$ cat src/rtl/pipeline_ctrl_if.sv
// Handshake/control bundle between the in-order datapath and pipeline_ctrl.
// Latency: n/a (wires only).
// Backpressure: ext_stall from the datapath freezes the controller.
interface pipeline_ctrl_if #(
  parameter int DEPTH  = 3,
  parameter int REG_AW = 5,
  parameter int CNT_W  = 32
);
  // Decode-stage instruction description
  logic              id_valid;
  logic [REG_AW-1:0] id_rs1;
  logic [REG_AW-1:0] id_rs2;
  logic              id_use_rs1;
  logic              id_use_rs2;
  logic [REG_AW-1:0] id_rd;
  logic              id_regwrite;
  logic              id_is_load;
  // Global pipeline events
  logic              ext_stall;
  logic              redirect;
  // Register enables and operand selects back to the datapath
  logic              pc_write;
  logic              ifid_write;
  logic              ifid_flush;
  logic              idex_bubble;
  logic              lu_stall;
  logic [2:0]        fwd_a;
  logic [2:0]        fwd_b;
  logic [DEPTH-1:0]  stage_valid;
  logic              retire;
  logic [CNT_W-1:0]  stall_cnt;
  logic [CNT_W-1:0]  flush_cnt;

  // Datapath side: describes instructions, consumes enables.
  modport master (
    output id_valid, id_rs1, id_rs2, id_use_rs1, id_use_rs2, id_rd,
           id_regwrite, id_is_load, ext_stall, redirect,
    input  pc_write, ifid_write, ifid_flush, idex_bubble, lu_stall,
           fwd_a, fwd_b, stage_valid, retire, stall_cnt, flush_cnt
  );

  // Controller side.
  modport slave (
    input  id_valid, id_rs1, id_rs2, id_use_rs1, id_use_rs2, id_rd,
           id_regwrite, id_is_load, ext_stall, redirect,
    output pc_write, ifid_write, ifid_flush, idex_bubble, lu_stall,
           fwd_a, fwd_b, stage_valid, retire, stall_cnt, flush_cnt
  );
endinterface

$ cat src/rtl/pipeline_ctrl.sv
// Scoreboard-based hazard/forwarding controller shadowing DEPTH post-decode stages.
// Latency: all enables and selects are combinational from the scoreboard; state advances 1/cycle.
// Backpressure: ext_stall holds every entry and counter and deasserts all enables.
module pipeline_ctrl #(
  parameter int DEPTH    = 3,
  parameter int REG_AW   = 5,
  parameter int LOAD_LAT = 2,
  parameter int CNT_W    = 32
) (
  input  logic            clk,
  input  logic            reset,
  pipeline_ctrl_if.slave  bus
);

  // Per-stage scoreboard; index 0 is EX, DEPTH-1 is WB
  logic [DEPTH-1:0]             vld_q, vld_d;
  logic [DEPTH-1:0]             rw_q,  rw_d;
  logic [DEPTH-1:0]             ld_q,  ld_d;
  logic [DEPTH-1:0][REG_AW-1:0] rd_q,  rd_d;
  // EX-only source operand tracking used for forwarding
  logic [REG_AW-1:0]            rs1_q, rs1_d;
  logic [REG_AW-1:0]            rs2_q, rs2_d;
  logic                         use1_q, use1_d;
  logic                         use2_q, use2_d;
  logic [CNT_W-1:0]             stall_cnt_q, stall_cnt_d;
  logic [CNT_W-1:0]             flush_cnt_q, flush_cnt_d;

  logic lu_stall;
  logic redir_take;
  logic accept;

  // Load-use detection: a load younger than LOAD_LAT-1 cannot yet supply ID's sources
  always_comb begin
    lu_stall = 1'b0;
    for (int k = 0; k < LOAD_LAT - 1; k++) begin
      if (vld_q[k] && ld_q[k] && rw_q[k] && (rd_q[k] != '0) && bus.id_valid &&
          ((bus.id_use_rs1 && (rd_q[k] == bus.id_rs1)) ||
           (bus.id_use_rs2 && (rd_q[k] == bus.id_rs2)))) begin
        lu_stall = 1'b1;
      end
    end
  end

  // Register enables; an honoured redirect overrides load-use since ID is on the wrong path
  always_comb begin
    redir_take       = bus.redirect & vld_q[0] & ~bus.ext_stall;
    // Gating on the honoured redirect keeps an ignored redirect from dropping the ID instruction
    accept           = bus.id_valid & ~redir_take & ~lu_stall;
    bus.pc_write     = 1'b1;
    bus.ifid_write   = 1'b1;
    bus.ifid_flush   = 1'b0;
    bus.idex_bubble  = 1'b0;
    if (bus.ext_stall) begin
      bus.pc_write   = 1'b0;
      bus.ifid_write = 1'b0;
    end else if (redir_take) begin
      bus.ifid_flush  = 1'b1;
      bus.idex_bubble = 1'b1;
    end else if (lu_stall) begin
      bus.pc_write    = 1'b0;
      bus.ifid_write  = 1'b0;
      bus.idex_bubble = 1'b1;
    end
    bus.lu_stall    = lu_stall;
    bus.stage_valid = vld_q;
    bus.retire      = vld_q[DEPTH-1] & ~bus.ext_stall;
    bus.stall_cnt   = stall_cnt_q;
    bus.flush_cnt   = flush_cnt_q;
  end

  // Forwarding selects; scanning oldest-to-youngest lets the youngest producer win
  always_comb begin
    bus.fwd_a = '0;
    bus.fwd_b = '0;
    for (int k = DEPTH - 1; k >= 1; k--) begin
      if (vld_q[0] && use1_q && vld_q[k] && rw_q[k] && (rd_q[k] != '0) && (rd_q[k] == rs1_q))
        bus.fwd_a = 3'(k);
      if (vld_q[0] && use2_q && vld_q[k] && rw_q[k] && (rd_q[k] != '0) && (rd_q[k] == rs2_q))
        bus.fwd_b = 3'(k);
    end
  end

  // Scoreboard shift and saturating event counters
  always_comb begin
    vld_d       = vld_q;
    rw_d        = rw_q;
    ld_d        = ld_q;
    rd_d        = rd_q;
    rs1_d       = rs1_q;
    rs2_d       = rs2_q;
    use1_d      = use1_q;
    use2_d      = use2_q;
    stall_cnt_d = stall_cnt_q;
    flush_cnt_d = flush_cnt_q;
    if (!bus.ext_stall) begin
      for (int k = DEPTH - 1; k >= 1; k--) begin
        vld_d[k] = vld_q[k-1];
        rw_d[k]  = rw_q[k-1];
        ld_d[k]  = ld_q[k-1];
        rd_d[k]  = rd_q[k-1];
      end
      vld_d[0] = accept;
      rw_d[0]  = bus.id_regwrite;
      ld_d[0]  = bus.id_is_load;
      rd_d[0]  = bus.id_rd;
      rs1_d    = bus.id_rs1;
      rs2_d    = bus.id_rs2;
      use1_d   = bus.id_use_rs1;
      use2_d   = bus.id_use_rs2;
      if (redir_take) begin
        if (flush_cnt_q != {CNT_W{1'b1}}) flush_cnt_d = flush_cnt_q + CNT_W'(1);
      end else if (lu_stall) begin
        if (stall_cnt_q != {CNT_W{1'b1}}) stall_cnt_d = stall_cnt_q + CNT_W'(1);
      end
    end
  end

  // State registers; reset empties the scoreboard immediately
  always_ff @(posedge clk or posedge reset) begin
    if (reset) begin
      vld_q       <= '0;
      rw_q        <= '0;
      ld_q        <= '0;
      rd_q        <= '0;
      rs1_q       <= '0;
      rs2_q       <= '0;
      use1_q      <= 1'b0;
      use2_q      <= 1'b0;
      stall_cnt_q <= '0;
      flush_cnt_q <= '0;
    end else begin
      vld_q       <= vld_d;
      rw_q        <= rw_d;
      ld_q        <= ld_d;
      rd_q        <= rd_d;
      rs1_q       <= rs1_d;
      rs2_q       <= rs2_d;
      use1_q      <= use1_d;
      use2_q      <= use2_d;
      stall_cnt_q <= stall_cnt_d;
      flush_cnt_q <= flush_cnt_d;
    end
  end

endmodule

$ cat src/flat_wrapper.sv
// flat-port wrapper written by rule: the top's interface ports become plain ports
module pipeline_ctrl_flat 
#(
  parameter int DEPTH    = 3,
  parameter int REG_AW   = 5,
  parameter int LOAD_LAT = 2,
  parameter int CNT_W    = 32
)
  (clk, reset, bus_id_valid, bus_id_rs1, bus_id_rs2, bus_id_use_rs1, bus_id_use_rs2, bus_id_rd, bus_id_regwrite, bus_id_is_load, bus_ext_stall, bus_redirect, bus_pc_write, bus_ifid_write, bus_ifid_flush, bus_idex_bubble, bus_lu_stall, bus_fwd_a, bus_fwd_b, bus_stage_valid, bus_retire, bus_stall_cnt, bus_flush_cnt);
  pipeline_ctrl_if #(.DEPTH(DEPTH), .REG_AW(REG_AW), .CNT_W(CNT_W)) bus_i ();
  input  logic clk;
  input  logic reset;
  input wire logic [$bits(bus_i.id_valid)-1:0] bus_id_valid;
  input wire logic [$bits(bus_i.id_rs1)-1:0] bus_id_rs1;
  input wire logic [$bits(bus_i.id_rs2)-1:0] bus_id_rs2;
  input wire logic [$bits(bus_i.id_use_rs1)-1:0] bus_id_use_rs1;
  input wire logic [$bits(bus_i.id_use_rs2)-1:0] bus_id_use_rs2;
  input wire logic [$bits(bus_i.id_rd)-1:0] bus_id_rd;
  input wire logic [$bits(bus_i.id_regwrite)-1:0] bus_id_regwrite;
  input wire logic [$bits(bus_i.id_is_load)-1:0] bus_id_is_load;
  input wire logic [$bits(bus_i.ext_stall)-1:0] bus_ext_stall;
  input wire logic [$bits(bus_i.redirect)-1:0] bus_redirect;
  output wire logic [$bits(bus_i.pc_write)-1:0] bus_pc_write;
  output wire logic [$bits(bus_i.ifid_write)-1:0] bus_ifid_write;
  output wire logic [$bits(bus_i.ifid_flush)-1:0] bus_ifid_flush;
  output wire logic [$bits(bus_i.idex_bubble)-1:0] bus_idex_bubble;
  output wire logic [$bits(bus_i.lu_stall)-1:0] bus_lu_stall;
  output wire logic [$bits(bus_i.fwd_a)-1:0] bus_fwd_a;
  output wire logic [$bits(bus_i.fwd_b)-1:0] bus_fwd_b;
  output wire logic [$bits(bus_i.stage_valid)-1:0] bus_stage_valid;
  output wire logic [$bits(bus_i.retire)-1:0] bus_retire;
  output wire logic [$bits(bus_i.stall_cnt)-1:0] bus_stall_cnt;
  output wire logic [$bits(bus_i.flush_cnt)-1:0] bus_flush_cnt;
  assign bus_i.id_valid = bus_id_valid;
  assign bus_i.id_rs1 = bus_id_rs1;
  assign bus_i.id_rs2 = bus_id_rs2;
  assign bus_i.id_use_rs1 = bus_id_use_rs1;
  assign bus_i.id_use_rs2 = bus_id_use_rs2;
  assign bus_i.id_rd = bus_id_rd;
  assign bus_i.id_regwrite = bus_id_regwrite;
  assign bus_i.id_is_load = bus_id_is_load;
  assign bus_i.ext_stall = bus_ext_stall;
  assign bus_i.redirect = bus_redirect;
  assign bus_pc_write = bus_i.pc_write;
  assign bus_ifid_write = bus_i.ifid_write;
  assign bus_ifid_flush = bus_i.ifid_flush;
  assign bus_idex_bubble = bus_i.idex_bubble;
  assign bus_lu_stall = bus_i.lu_stall;
  assign bus_fwd_a = bus_i.fwd_a;
  assign bus_fwd_b = bus_i.fwd_b;
  assign bus_stage_valid = bus_i.stage_valid;
  assign bus_retire = bus_i.retire;
  assign bus_stall_cnt = bus_i.stall_cnt;
  assign bus_flush_cnt = bus_i.flush_cnt;
  pipeline_ctrl #(.DEPTH(DEPTH), .REG_AW(REG_AW), .LOAD_LAT(LOAD_LAT), .CNT_W(CNT_W)) u_core (.clk(clk), .reset(reset), .bus(bus_i));
endmodule
$ cat config.mk
export PLATFORM = sky130hd
export DESIGN_NAME = pipeline_ctrl_flat
export DESIGN_NICKNAME = d
export VERILOG_FILES = /design/src/rtl/pipeline_ctrl_if.sv /design/src/rtl/pipeline_ctrl.sv /design/src/flat_wrapper.sv
export SDC_FILE = /design/constraint.sdc
export NUM_CORES = 1
export LEC_CHECK = 0
export ABC_AREA = 1
export CORE_AREA = 2 2 109 111
export CTS_CLUSTER_SIZE = 12
export DETAILED_ROUTE_END_ITERATION = 16
export DIE_AREA = 0 0 111 113
export GPL_ROUTABILITY_DRIVEN = 0
export PLACE_DENSITY = 0.9
export SYNTH_ARGS = -nofsm -noshare
export SYNTH_HDL_FRONTEND = slang
export SYNTH_SLANG_ARGS = --single-unit
$ cat constraint.sdc
create_clock -name clk -period 3.6 [get_ports clk]
set_input_delay 0.36 -clock clk [delete_from_list [all_inputs] [get_ports clk]]
set_output_delay 0.36 -clock clk [all_outputs]
set_load 0.005 [all_outputs]
==> out/metrics.cfg, run 1 <==
[synth]
muxShareOfSynthArea = 0
synth_compound_area_frac = 0.0413
synth.distinct_cells = 32
syn_inst = 857
async_reset_ff_frac = 1.00
ys_ff_latch = 98
ys_warn_count = 0
synthAdderAreaFrac = 0.00419
syn_area_um2 = 5970
yosys_most_used_dff = dfrtp_1
synth_top_family_by_area = simple AND/OR/NAND/NOR gates
synthSimpleGateAreaFrac = 0.402
synth_edf_count = 0
synthXorXnorAreaFrac = 0.0734
yosysSeqAreaShare = 0.411
synth.avg_cell_area_um2 = 6.96

[power]
power_frac_comb = 0.138
total_power_mw = 2.62
seqPwrFrac = 0.485
power_switching_share = 0.268
irDropWorstVdd_uv = 326
intPower_mw = 1.92
clkPwrFrac = 0.377
power_density_nw_per_um2 = 357
power.leakage_nw = 3.38
p_switching_mw = 0.701

[grt]
gr-usage-all-layers = 0.241
grt_pass1_wl_um = 24700
grt_pass1_vias = 5256
overflow = 0
grt_max_degree = 64
antenna_found_initial = 0

[outcome]
outcome = complete, no violations

[job]
maxCapViolCount = 0

[placement]
port_buffers = 100
post-dp-hpwl_um = 10800
dpl_cell_area_um2 = 7030
dp_worst_setup_slack_ns = 1.05
dp_cells = 1083

[clocking]
clock_latency_ns = 0.36
post_cts_resized = 0
cts_buffers = 9
cts_setup_buffers = 0
ctsHoldBuffers = 0
root_buffer = clkbuf_16
clockBufferDepth = 2
clock-sinks = 98
htree_levels = 3
clk_pin_slew_ns = 0.06
cts_tree = yes

[layout]
syn_to_final_growth_pct = 22.9
nNetsFinal = 977
seqCellArea_um2 = 2450
antenna_cells = 0
multi_input_area_um2 = 3110
n_fill_cell = 907
final_area_um2 = 7330
final_cell_count_no_fill = 1099
drive_gt1_frac = 0.0356
fin_util = 0.650

[sta]
fin_setup_tns_ns = 0
finalCriticalPeriod_ns = 2.60
period_share = 0.722
grt_setup_unrepaired = no
setup_viol = 0
fmax_mhz = 385
worstMarginPinSlew_ns = 0.785
finalClockSkew_ns = 0.00909
hold_viol = 0
fin_ws_ns = 1.00
whs_ns = 0.497
drv_slew = 0
slew_headroom = 0.477

[floorplanning]
die_h_um = 113
die-area_um2 = 12500
io_pins = 103
coreArea_um2 = 11300
fp-row-count = 39
die_w_um = 111
start_util = 0.529

[detailed_routing]
firstDrtPassIters = 7
vias = 5789
viasPerCell = 5.27
first_iter_violations = 512
drt_wl_total_um = 14500
postRouteAntennaNets = 0
routedWlPerCell_um = 13.2
drc = 0

[setup_path]
worstSetupPathType = reg2out
cp-end-kind = output port
critPathLaunchType = flop
required_ns = 3.24
critPathArrivalTime_ns = 2.24
cp_max_fo = 8

[min_path]
hp-class = in2async

==> placed cells by master (no fill, tap or decap), types with 2 or more instances in the layout <==
master / n
nor2_1: 87
clkdlybuf4s50_1: 100
nor2_2: 2
xor2_1: 23
nand2_1: 393
clkbuf_16: 9
nand3_2: 2
nor4_1: 2
nor3_1: 19
buf_4: 4
dfrtp_1: 98
o21ai_0: 39
a21oi_1: 3
ha_1: 2
nand3b_1: 22
or2_2: 2
nand4_1: 13
conb_1: 2
clkinv_4: 3
nand3_1: 20
nor2_4: 3
o21ai_1: 4
xnor2_1: 27
inv_1: 64
==> cell type report <==
class                           instances  area share
Multi-Input combinational cell        672       0.425
Sequential cell                        98       0.334
Timing Repair Buffer                  104       0.141
Inverter                               66      0.0341
Clock buffer                           11      0.0331
Tap cell                              143      0.0244
Clock inverter                          5     0.00870
==> per-layer routing <==
| metal | up-vias | part of all wire | GRT usage |
|---|---|---|---|
| met5 | - | 0 | 0 |
| met4 | 0 | 0.021 | 0.101 |
| met3 | 24 | 0.069 | 0.0380 |
| met2 | 224 | 0.47 | 0.382 |
| met1 | 2683 | 0.44 | 0.334 |
| li1 | 2858 | - | - |
==> registers in the layout, summed over array words and instances (netlist names) <==
register,flops
u_core.bus.stall_cnt,32
u_core.use1_q,1
u_core.rs1_q,5
u_core.rs2_q,5
u_core.use2_q,1
u_core.rw_q,3
u_core.ld_q,1
u_core.bus.stage_valid,3
u_core.bus.flush_cnt,32
u_core.rd_q,15
==> cells in the mapped netlist (all sizes together) (2+ instances only) <==
cell type / number / share of area
dfrtp: 98 / 0.41
o21ai: 44 / 0.038
buf: 14 / 0.021
nor3: 19 / 0.016
clkbuf: 8 / 0.0050
nand3: 23 / 0.023
xor2: 23 / 0.034
nor4: 2 / 0.0021
nor2: 92 / 0.062
nand2: 394 / 0.25
inv: 66 / 0.042
xnor2: 27 / 0.040
or2: 2 / 0.0021
ha: 2 / 0.0042
nand3b: 22 / 0.028
nand4: 14 / 0.017
a21oi: 3 / 0.0025
==> power groups by stage <==
stage | Combinational [mW] | Sequential (mW) | Clock [mW]
2_1_floorplan | 0.209 | 1.27 | 0
3_3_place_gp | 0.355 | 1.29 | 0
3_5_place_dp | 0.362 | 1.29 | 0
4_1_cts | 0.365 | 1.27 | 1.01
5_1_grt | 0.409 | 1.28 | 1.05
6_report | 0.361 | 1.27 | 0.987
==> path summary, 6_finish.rpt <==
check,from,cells after the start,end,slack [ns]
setup / recovery,u_core.bus.stage_valid[0]$_DFFE_PP0N_,5,bus_pc_write,1.00
hold / removal,reset,2,u_core.bus.flush_cnt[24]$_DFFE_PP0P_,0.50
setup reg to reg,u_core.bus.stall_cnt[0]$_DFFE_PP0P_,10,u_core.bus.stall_cnt[15]$_DFFE_PP0P_,1.41
hold reg to reg,u_core.ld_q[0]$_DFFE_PP0N_,2,u_core.ld_q[0]$_DFFE_PP0N_,0.50
max in group asynchronous,reset,3,u_core.bus.stall_cnt[6]$_DFFE_PP0P_,2.37
min in group clk,u_core.ld_q[0]$_DFFE_PP0N_,2,u_core.ld_q[0]$_DFFE_PP0N_,0.50
==> worst max-delay path, stage by stage, from the launching register on <==
cell and delay (ns):
dfrtp_1 0.53, nand2_1 0.18, nor2_1 0.40, o21ai_0 0.17
inv_1 0.11, clkdlybuf4s50_1 0.50
==> cells by family after synthesis <==
group,count (synthesis)
AO/OA/AOI/OAI,48
flip-flops,98
XOR/XNOR,50
buffers and inverters,88
adder cells (fa/ha/maj),2
AND/OR/NAND/NOR,570
other,1
Note: power is estimated with default switching activity, not from simulation.
==> run 2, diff against run 1 <==
==> constraint.sdc (replaced) <==
create_clock -name clk -period 2.55 [get_ports clk]
set_input_delay 0.255 -clock clk [delete_from_list [all_inputs] [get_ports clk]]
set_output_delay 0.255 -clock clk [all_outputs]
set_load 0.005 [all_outputs]
==> out/metrics.cfg, run 2 (same netlist as run 1, synthesis figures left out) <==
[outcome]
outcome = complete, no violations

[power]
p_switching_mw = 0.986  ; +41%
irDropWorstVdd_uv = 488  ; +50%
intPower_mw = 2.77  ; +44%
power_switching_share = 0.263  ; -0.00475
power.leakage_nw = 3.42  ; +1.1%
clkPwrFrac = 0.379  ; +0.002
power_density_nw_per_um2 = 507  ; +42%
power_frac_comb = 0.141  ; +0.003
seqPwrFrac = 0.480  ; -0.005

[sta]
period_share = 0.971
worstMarginPinSlew_ns = 0.767  ; -0.0179 ns
slew_headroom = 0.487  ; +0.0107
fin_ws_ns = 0.0729  ; -0.928 ns
grt_setup_unrepaired = no
finalClockSkew_ns = 0.00715  ; -0.00194 ns
drv_slew = 0  ; unchanged
fin_setup_tns_ns = 0  ; unchanged
fmax_mhz = 404
finalCriticalPeriod_ns = 2.48
setup_viol = 0  ; unchanged
hold_viol = 0  ; unchanged

[setup_path]
crit_chain = nand2_1 > a21oi_1 > nand3_1 > nor4_1 > clkdlybuf4s50_1
critPathTopFamily = simple AND/OR/NAND/NOR gates
crit_buf_inv = 1  ; -1
critPathLaunchType = flop
cp_max_fo = 8  ; unchanged
cp-end-kind = output port
crit_path_max_incr_delay_ns = 0.59  ; +0.06 ns
critPathArrivalTime_ns = 2.22  ; -0.02 ns
required_ns = 2.30  ; -0.94 ns
cpMaxStageDelayCell = clkdlybuf4s50_1
worstSetupPathType = reg2out

[layout]
drive_gt1_frac = 0.0427  ; +0.00714
fin_util = 0.657  ; +0.00611
final_area_um2 = 7400  ; +0.94%
antenna_cells = 0  ; unchanged
syn_to_final_growth_pct = 24.1
nNetsFinal = 981  ; +0.41%
final_common_cell = nand2_1
mostFrequentLayoutCells = nand2_1 (392), clkdlybuf4s50_1 (100), dfrtp_1 (97)

[clocking]
root_buffer = clkbuf_16
cts_tree = yes
clk_pin_slew_ns = 0.07  ; about the same
htree_levels = 3  ; unchanged
ctsHoldBuffers = 0  ; unchanged
clock_latency_ns = 0.35  ; about the same
cts_buffers = 9  ; unchanged
clockBufferDepth = 2  ; unchanged
clock-sinks = 98  ; unchanged

[floorplanning]
start_util = 0.529  ; unchanged
die_h_um = 113  ; unchanged
fp-row-count = 39  ; unchanged
io_pins = 103  ; unchanged
die-area_um2 = 12500  ; unchanged
die_w_um = 111  ; unchanged
coreArea_um2 = 11300  ; unchanged

[detailed_routing]
drt_wl_total_um = 15000  ; +3.3%
first_iter_violations = 512  ; unchanged
firstDrtPassIters = 5  ; -2
vias = 5877  ; +1.5%
postRouteAntennaNets = 0  ; unchanged
viasPerCell = 5.33  ; +1.2%
drc = 0  ; unchanged
routedWlPerCell_um = 13.6  ; +2.9%

[placement]
dpl_cell_area_um2 = 7070  ; +0.69%
port_buffers = 100  ; unchanged
post-dp-hpwl_um = 10800  ; +0.26%
dp_worst_setup_slack_ns = 0.217  ; -0.829 ns

[grt]
grt_pass1_vias = 5336  ; +1.5%
overflow = 0  ; unchanged
antenna_found_initial = 0  ; unchanged
grt_max_degree = 43  ; -33%
grt_pass1_wl_um = 25100  ; +1.7%
gr-usage-all-layers = 0.244  ; +0.00266

[job]
maxCapViolCount = 0  ; unchanged

[min_path]
hp-class = in2async

==> run 2: cell types whose count changed in the layout (fill, tap and decap cells not counted), sizes merged <==
cell    before  now
buf          4    8
clkbuf      11   12
inv         66   65
==> run 2: worst reg2reg max path, delay by kind of cell (launching register included) <==
kind | cells | cell delay (ns)
adders and majority gates | 1 | 0.27
DFF | 1 | 0.45
and+or+nand+nor | 9 | 1.47
==> run 2: path summary, 6_finish.rpt <==
path                                                       startpoint  slack, ns  cells past startpoint                                   to
worst max-delay path            u_core.bus.stage_valid[0]$_DFFE_PP0N_       0.07                      5                         bus_fwd_b[0]
worst min-delay path                                            reset       0.36                      2  u_core.bus.flush_cnt[0]$_DFFE_PP0P_
worst max register to register    u_core.bus.stall_cnt[0]$_DFFE_PP0P_       0.28                     10  u_core.bus.stall_cnt[8]$_DFFE_PP0P_
worst min register to register              u_core.use2_q$_DFFE_PP0N_       0.50                      2            u_core.use2_q$_DFFE_PP0N_
max in group asynchronous                                       reset       1.58                      3           u_core.rd_q[1]$_DFFE_PP0N_
min in group clk                                       bus_id_is_load       0.45                      3           u_core.ld_q[0]$_DFFE_PP0N_
==> run 2: cell type report <==
type | count | area (um2)
multi-input cells | 672 | 3120
repair buffers | 108 | 1090
clock buffers | 12 | 267
flip-flops and latches | 98 | 2450
well taps | 143 | 179
inverters | 66 | 251
clock inverters | 4 | 48.8
fillers | 913 | 3870
==> run 2: power groups by stage <==
stage	Combinational (mW)	Sequential, mW	Clock [mW]
2_1_floorplan	0.296	1.79	0
3_3_place_gp	0.508	1.82	0
3_5_place_dp	0.525	1.83	0
4_1_cts	0.530	1.80	1.43
5_1_grt	0.593	1.82	1.50
6_report	0.529	1.80	1.42
==> run 2: through the flow <==
| step | total power, mW | instances | hold WS (ns) |
|---|---|---|---|
| after floorplan | 2.09 | 858 | 0.365 |
| after global placement | 2.33 | 1086 | 0.467 |
| after detailed placement | 2.35 | 1086 | 0.485 |
| after CTS | 3.76 | 1102 | 0.370 |
| after global routing | 3.91 | 1103 | 0.404 |
| final | 3.75 | 1103 | 0.358 |
==> run 2: per-layer routing <==
metal,global-route usage,up-vias,wire [um],part of all wire
met1,0.326,2714,6440,0.43
met2,0.402,269,7050,0.47
li1,-,2865,-,-
met5,0,-,0,0
met4,0.0958,0,325,0.022
met3,0.0396,29,1130,0.076
==> run 2: what timing repair did <==
action                                  in CTS  in global routing
endpoints found under the setup margin       0                  3
resized for setup                            0                  2
buffers inserted                             0                  1
